File: config.mk
export PLATFORM = sky130hd
export DESIGN_NAME = vga_frame_sched
export DESIGN_NICKNAME = d
export VERILOG_FILES = /design/src/rtl/vga_pkg.sv /design/src/rtl/vga_frame_sched_rr_arbiter.sv /design/src/rtl/vga_frame_sched.sv
export SDC_FILE = /design/constraint.sdc
export NUM_CORES = 1
export LEC_CHECK = 0
export ABC_CLOCK_PERIOD_IN_PS = 4500
export CAP_MARGIN = 10
export CORE_UTILIZATION = 50
export DETAILED_ROUTE_END_ITERATION = 10
export PLACE_DENSITY = 0.93
export RECOVER_POWER = 50
export SYNTH_ARGS = -nofsm -noshare
export SYNTH_HDL_FRONTEND = slang
export SYNTH_HIERARCHICAL = 1
export SYNTH_SLANG_ARGS = --single-unit
File: constraint.sdc
create_clock -name clk -period 4.5 [get_ports clk]
set_input_delay 0.9 -clock clk [delete_from_list [all_inputs] [get_ports clk]]
set_output_delay 0.9 -clock clk [all_outputs]
set_load 0.03 [all_outputs]
File: src/rtl/vga_pkg.sv
// Shared types and constants for the VGA frame scheduler.
package vga_pkg;

  localparam int SCHED_N_REQ  = 3;
  localparam int SCHED_DATA_W = 16;
  localparam int FRAME_CNT_W  = 16;
  localparam int GRANT_W      = 2;

  typedef enum logic [1:0] {
    ACTIVE = 2'd0,
    COMMIT = 2'd1,
    BLANK  = 2'd2
  } sched_state_e;

  // Next requester index in the round-robin ring (wraps after the last one).
  function automatic logic [GRANT_W-1:0] rr_next(input logic [GRANT_W-1:0] idx);
    return (idx == GRANT_W'(SCHED_N_REQ - 1)) ? '0 : idx + GRANT_W'(1);
  endfunction

endpackage

File: src/rtl/vga_frame_sched_rr_arbiter.sv
// Round-robin arbiter: one-hot grant, priority starting just after last_grant.
module rr_arbiter
  import vga_pkg::*;
(
  input  logic [SCHED_N_REQ-1:0] req,
  input  logic [GRANT_W-1:0]     last_grant,
  output logic [SCHED_N_REQ-1:0] grant
);

  logic [GRANT_W-1:0] idx;
  logic               found;

  // NOTE: every variable written here gets a default first so no latch is inferred.
  always_comb begin
    grant = '0;
    found = 1'b0;
    idx   = rr_next(last_grant);
    for (int k = 0; k < SCHED_N_REQ; k++) begin
      if (!found && req[idx]) begin
        grant[idx] = 1'b1;
        found      = 1'b1;
      end
      idx = rr_next(idx);
    end
  end

endmodule

File: src/rtl/vga_frame_sched.sv
// Double-buffered per-slot update scheduler; shadow words commit to active_data on vblank.
// Optional frame counter enabled by defining VGA_SCHED_FRAME_CNT_EN.
module vga_frame_sched
  import vga_pkg::*;
(
  input  logic                                     clk,
  input  logic                                     rst,
  input  logic                                     vblnk,
  input  logic [SCHED_N_REQ-1:0]                   req_valid,
  input  logic [SCHED_N_REQ-1:0][SCHED_DATA_W-1:0] req_data,
  output logic [SCHED_N_REQ-1:0]                   req_ready,
  output logic [SCHED_N_REQ-1:0][SCHED_DATA_W-1:0] active_data,
  output logic                                     frame_tick,
  output logic [FRAME_CNT_W-1:0]                   frame_cnt,
  output logic                                     busy
);

  sched_state_e                             state, state_nxt;
  logic                                     vblnk_d;
  logic                                     vblnk_rise;
  logic                                     arb_en;
  logic [GRANT_W-1:0]                       last_grant;
  logic [GRANT_W-1:0]                       grant_idx;
  logic [SCHED_N_REQ-1:0]                   arb_req;
  logic [SCHED_N_REQ-1:0]                   grant;
  logic [SCHED_N_REQ-1:0][SCHED_DATA_W-1:0] shadow;
  logic [SCHED_N_REQ-1:0]                   dirty;

  assign vblnk_rise = vblnk & ~vblnk_d;

  always_comb begin
    state_nxt = state;
    arb_en    = 1'b1;
    unique case (state)
      ACTIVE: if (vblnk_rise) state_nxt = COMMIT;
      COMMIT: begin
        arb_en    = 1'b0;
        state_nxt = BLANK;
      end
      BLANK:  if (!vblnk) state_nxt = ACTIVE;
      default: state_nxt = ACTIVE;
    endcase
  end

  assign arb_req = req_valid & {SCHED_N_REQ{arb_en}};

  rr_arbiter u_rr_arbiter (
    .req        (arb_req),
    .last_grant (last_grant),
    .grant      (grant)
  );

  assign req_ready = grant;
  assign busy      = |dirty;

  always_comb begin
    grant_idx = last_grant;
    for (int i = 0; i < SCHED_N_REQ; i++) begin
      if (grant[i]) grant_idx = GRANT_W'(i);
    end
  end

  // NOTE: sequential state uses non-blocking assignments so every register sees pre-edge values.
  always_ff @(posedge clk) begin
    if (rst) begin
      state       <= ACTIVE;
      vblnk_d     <= 1'b1;  // vblnk held high across reset must not look like a rise
      last_grant  <= GRANT_W'(SCHED_N_REQ - 1);
      // NOTE: the shadow/active word arrays are reset too, since draw logic reads them straight away.
      shadow      <= '0;
      active_data <= '0;
      dirty       <= '0;
      frame_tick  <= 1'b0;
    end else begin
      state      <= state_nxt;
      vblnk_d    <= vblnk;
      frame_tick <= (state == COMMIT);
      if (state == COMMIT) begin
        for (int i = 0; i < SCHED_N_REQ; i++) begin
          if (dirty[i]) active_data[i] <= shadow[i];
        end
        dirty <= '0;
      end
      // No grant is issued in COMMIT, so these never collide with the dirty clear.
      for (int i = 0; i < SCHED_N_REQ; i++) begin
        if (grant[i]) begin
          shadow[i] <= req_data[i];
          dirty[i]  <= 1'b1;
        end
      end
      if (|grant) last_grant <= grant_idx;
    end
  end

`ifdef VGA_SCHED_FRAME_CNT_EN
  logic [FRAME_CNT_W-1:0] frame_cnt_q;

  always_ff @(posedge clk) begin
    if (rst) begin
      frame_cnt_q <= '0;
    end else if (state == COMMIT) begin
      frame_cnt_q <= frame_cnt_q + FRAME_CNT_W'(1);
    end
  end

  assign frame_cnt = frame_cnt_q;
`else
  assign frame_cnt = '0;
`endif

endmodule

==> summary.txt <==
Timing
  – Slew @ Worst Pin: 2.06 ns
  – Tmin final: 3.48 ns
  – Setup violations, final: 0
  – Final Slew Violations: 106
  – Max Clk Rate: roughly 290 MHz
  – Hold Vio Cnt, Final: 0
  – Final Cycle Share: 77.3%
  – Slew headroom: -37.0%
  – Post-Route Skew: 0.0114 ns
  – Setup TNS Final: 0 ns
  – Unrepaired setup endpoints after global routing: false

Critical path
  – Worst path arrival time: between 2 and 3 ns
  – Critical Path Fanout Max: 3
  – Kind of critical path: primary input to primary output
  – Crit path required time: 3.60 ns
  – Worst reg2reg path depth: 7
  – Critical path capture point type: primary output
  – Startpoint types: primary input

GRT
  – Largest net degree at the start of global routing: around 110
  – Vias in the first global route: roughly 2,800
  – Total gr overflow: 0
  – Initial antenna violation count: 0
  – GRT Total Usage: 19.9%
  – First-pass GRT wire length: 13,400 um

Synthesis
  – Synth cell count leaders: dfxtp_1, nand2_1, nor2_1
  – #FFs+latches synth: 105
  – Dominant cells by area after synthesis: dfxtp_1, mux2i_1, nand2_1
  – Library cells used by synthesis: 26
  – EDFF count, synth: 0
  – Most common cell in the netlist: dfxtp_1
  – Avg Inst Size Synth: 9.35 um^2
  – Sequential area share after synthesis: 52.6%
  – Synth warn: 6
  – Async S/R FF share, synth: 0%
  – Synth top area share: between 50% and 60%
  – Netlist Area Pre-Place: 0.00399 mm^2
  – Synth area leader: dfxtp_1
  – Cells after Synth: 427
  – Post-synth top flop: dfxtp_1

CTS
  – Clk pin slew, worst setup/hold paths: 0.09 ns
  – CTS tree: done
  – Max H-tree Level: 3
  – TritonCTS Buffers: 9
  – Max Root-Sink Buffers: 2
  – CTS Sinks: 105
  – Post-CTS Setup Bufs: 0
  – Hold buffer count at cts: 0
  – Post_cts resized: 0
  – Clock latency at the later pin of the worst-skew pair: 0.35 ns
  – Root Driver: clkbuf_8

Die
  – Die Span Y: 91.4 um
  – Core area: 0.00773 mm^2
  – Chip width: 91.4 um
  – Row count: 32
  – DIE AREA: 0.00835 mm^2
  – I/O pin total: 123
  – Initial Utilization: approximately half

Power and ir drop
  – Peak supply drop: 0.000295 V
  – Overall Power: 1.85 mW
  – Pleak: 1.98 nW
  – Power Dens Cells: 363 mW/mm^2

Place
  – IO Port Bufs: 106
  – Gp weighted congestion: 0.745
  – Placed cell areas: 0.00494 mm^2
  – Hpwl dp: 5420 um
  – Placed Instances: 609

Detailed routing
  – Via density: between 4 and 5
  – # DRC: 0
  – DRT antenna net count: 0
  – Drt total wl: 8130 um
  – Wire length per cell: 13.0 um
  – Drt pass-1 iters: 5
  – Routed vias: 3,081
  – Iter 0 DRT Violations: 131

Cells and area
  – Area Growth Syn to Fin: 27.7%
  – Layout cells sized above 1: 4.79%
  – Post-layout instance area: 0.00510 mm^2
  – Non-filler cells in the finished layout: 624
  – Ant. Diodes: 0
  – Layout Nets: about 570

Outcome
  – Status: complete, but fails checks
  – Failing checks: max-capacitance violations, max-slew violations

Hold path
  – Hold path depth: 1
  – HP Class: flip-flop to flip-flop

Run
  – Max Cap Violations: 1
==> sequential cells by signal (all words and copies together) (netlist names) <==
register / cells
active_data: 48
dirty: 3
frame_tick: 1
last_grant: 2
shadow: 48
state: 2
vblnk_d: 1
==> final timing paths <==
| kind | end | from | slack [ns] |
|---|---|---|---|
| hold reg to reg | state[0] | vblnk_d | 0.39 |
| setup / recovery | req_ready[2] | req_valid[2] | 1.02 |
| setup reg to reg | last_grant[1] | state[0] | 2.26 |
| hold / removal | state[0] | vblnk_d | 0.39 |
==> through the flow <==
stage | worst slack [ns] | utilization, % | hold WS [ns]
2_1_floorplan | 1.89 | - | 0.373
3_3_place_gp | 1.06 | 64.0 | 0.377
3_5_place_dp | 1.02 | 64.0 | 0.382
4_1_cts | 1.02 | 66.8 | 0.393
5_1_grt | 0.915 | 66.0 | 0.429
6_report | 1.02 | 66.0 | 0.394
==> logic make-up after synthesis <==
family	share of synthesized area [%]
DFF	52.6
other	0.0939
and+or+nand+nor	17.9
AOI/OAI and AO/OA	9.21
muxes	12.0
buffers and inverters	8.09
==> cells in the final DEF (no fill, tap or decap), types with 2 or more instances in the layout <==
cell type / n
a21oi_1: 51
clkbuf_8: 10
dfxtp_1: 105
nand2_1: 96
nand2b_1: 3
dlygate4sd3_1: 24
bufinv_16: 2
a21oi_2: 2
buf_4: 3
nor2_1: 55
and2_1: 3
nand3b_2: 3
nor2b_1: 2
clkdlybuf4s50_1: 81
mux2i_1: 48
conb_1: 16
a22o_1: 2
and3b_1: 3
==> critical path, cell delays in order <==
cell and delay, ns:
clkdlybuf4s50_1 0.45, and2_1 0.14, nor2b_1 0.23, a22o_1 0.19, clkdlybuf4s50_1 0.66
==> final cells by class <==
cell class                 instances  area [um^2]
clock buffer                      11          141
clock inverter                     4         76.3
fill                             627         2630
inverter                           1         3.75
multi-input combinational        292         1570
sequential                       105         2100
tap                              102          128
timing repair buffer             109         1080
==> power by group <==
group | switching [mW] | total [mW] | leakage (nW) | internal [mW]
Clock | 0.300 | 0.629 | 0.106 | 0.328
Combinational | 0.118 | 0.227 | 1.02 | 0.109
Sequential | 0.0234 | 0.993 | 0.855 | 0.970
==> per-layer routing <==
metal / vias to the layer above / GRT usage (%) / wire [um]
met2: 97 / 34.3 / 3970
met4: 0 / 5.56 / 89
met1: 1444 / 25.8 / 3730
li1: 1531 / - / -
met5: - / 0 / 0
met3: 9 / 3.18 / 346
Power figures use the tool's default switching activity.
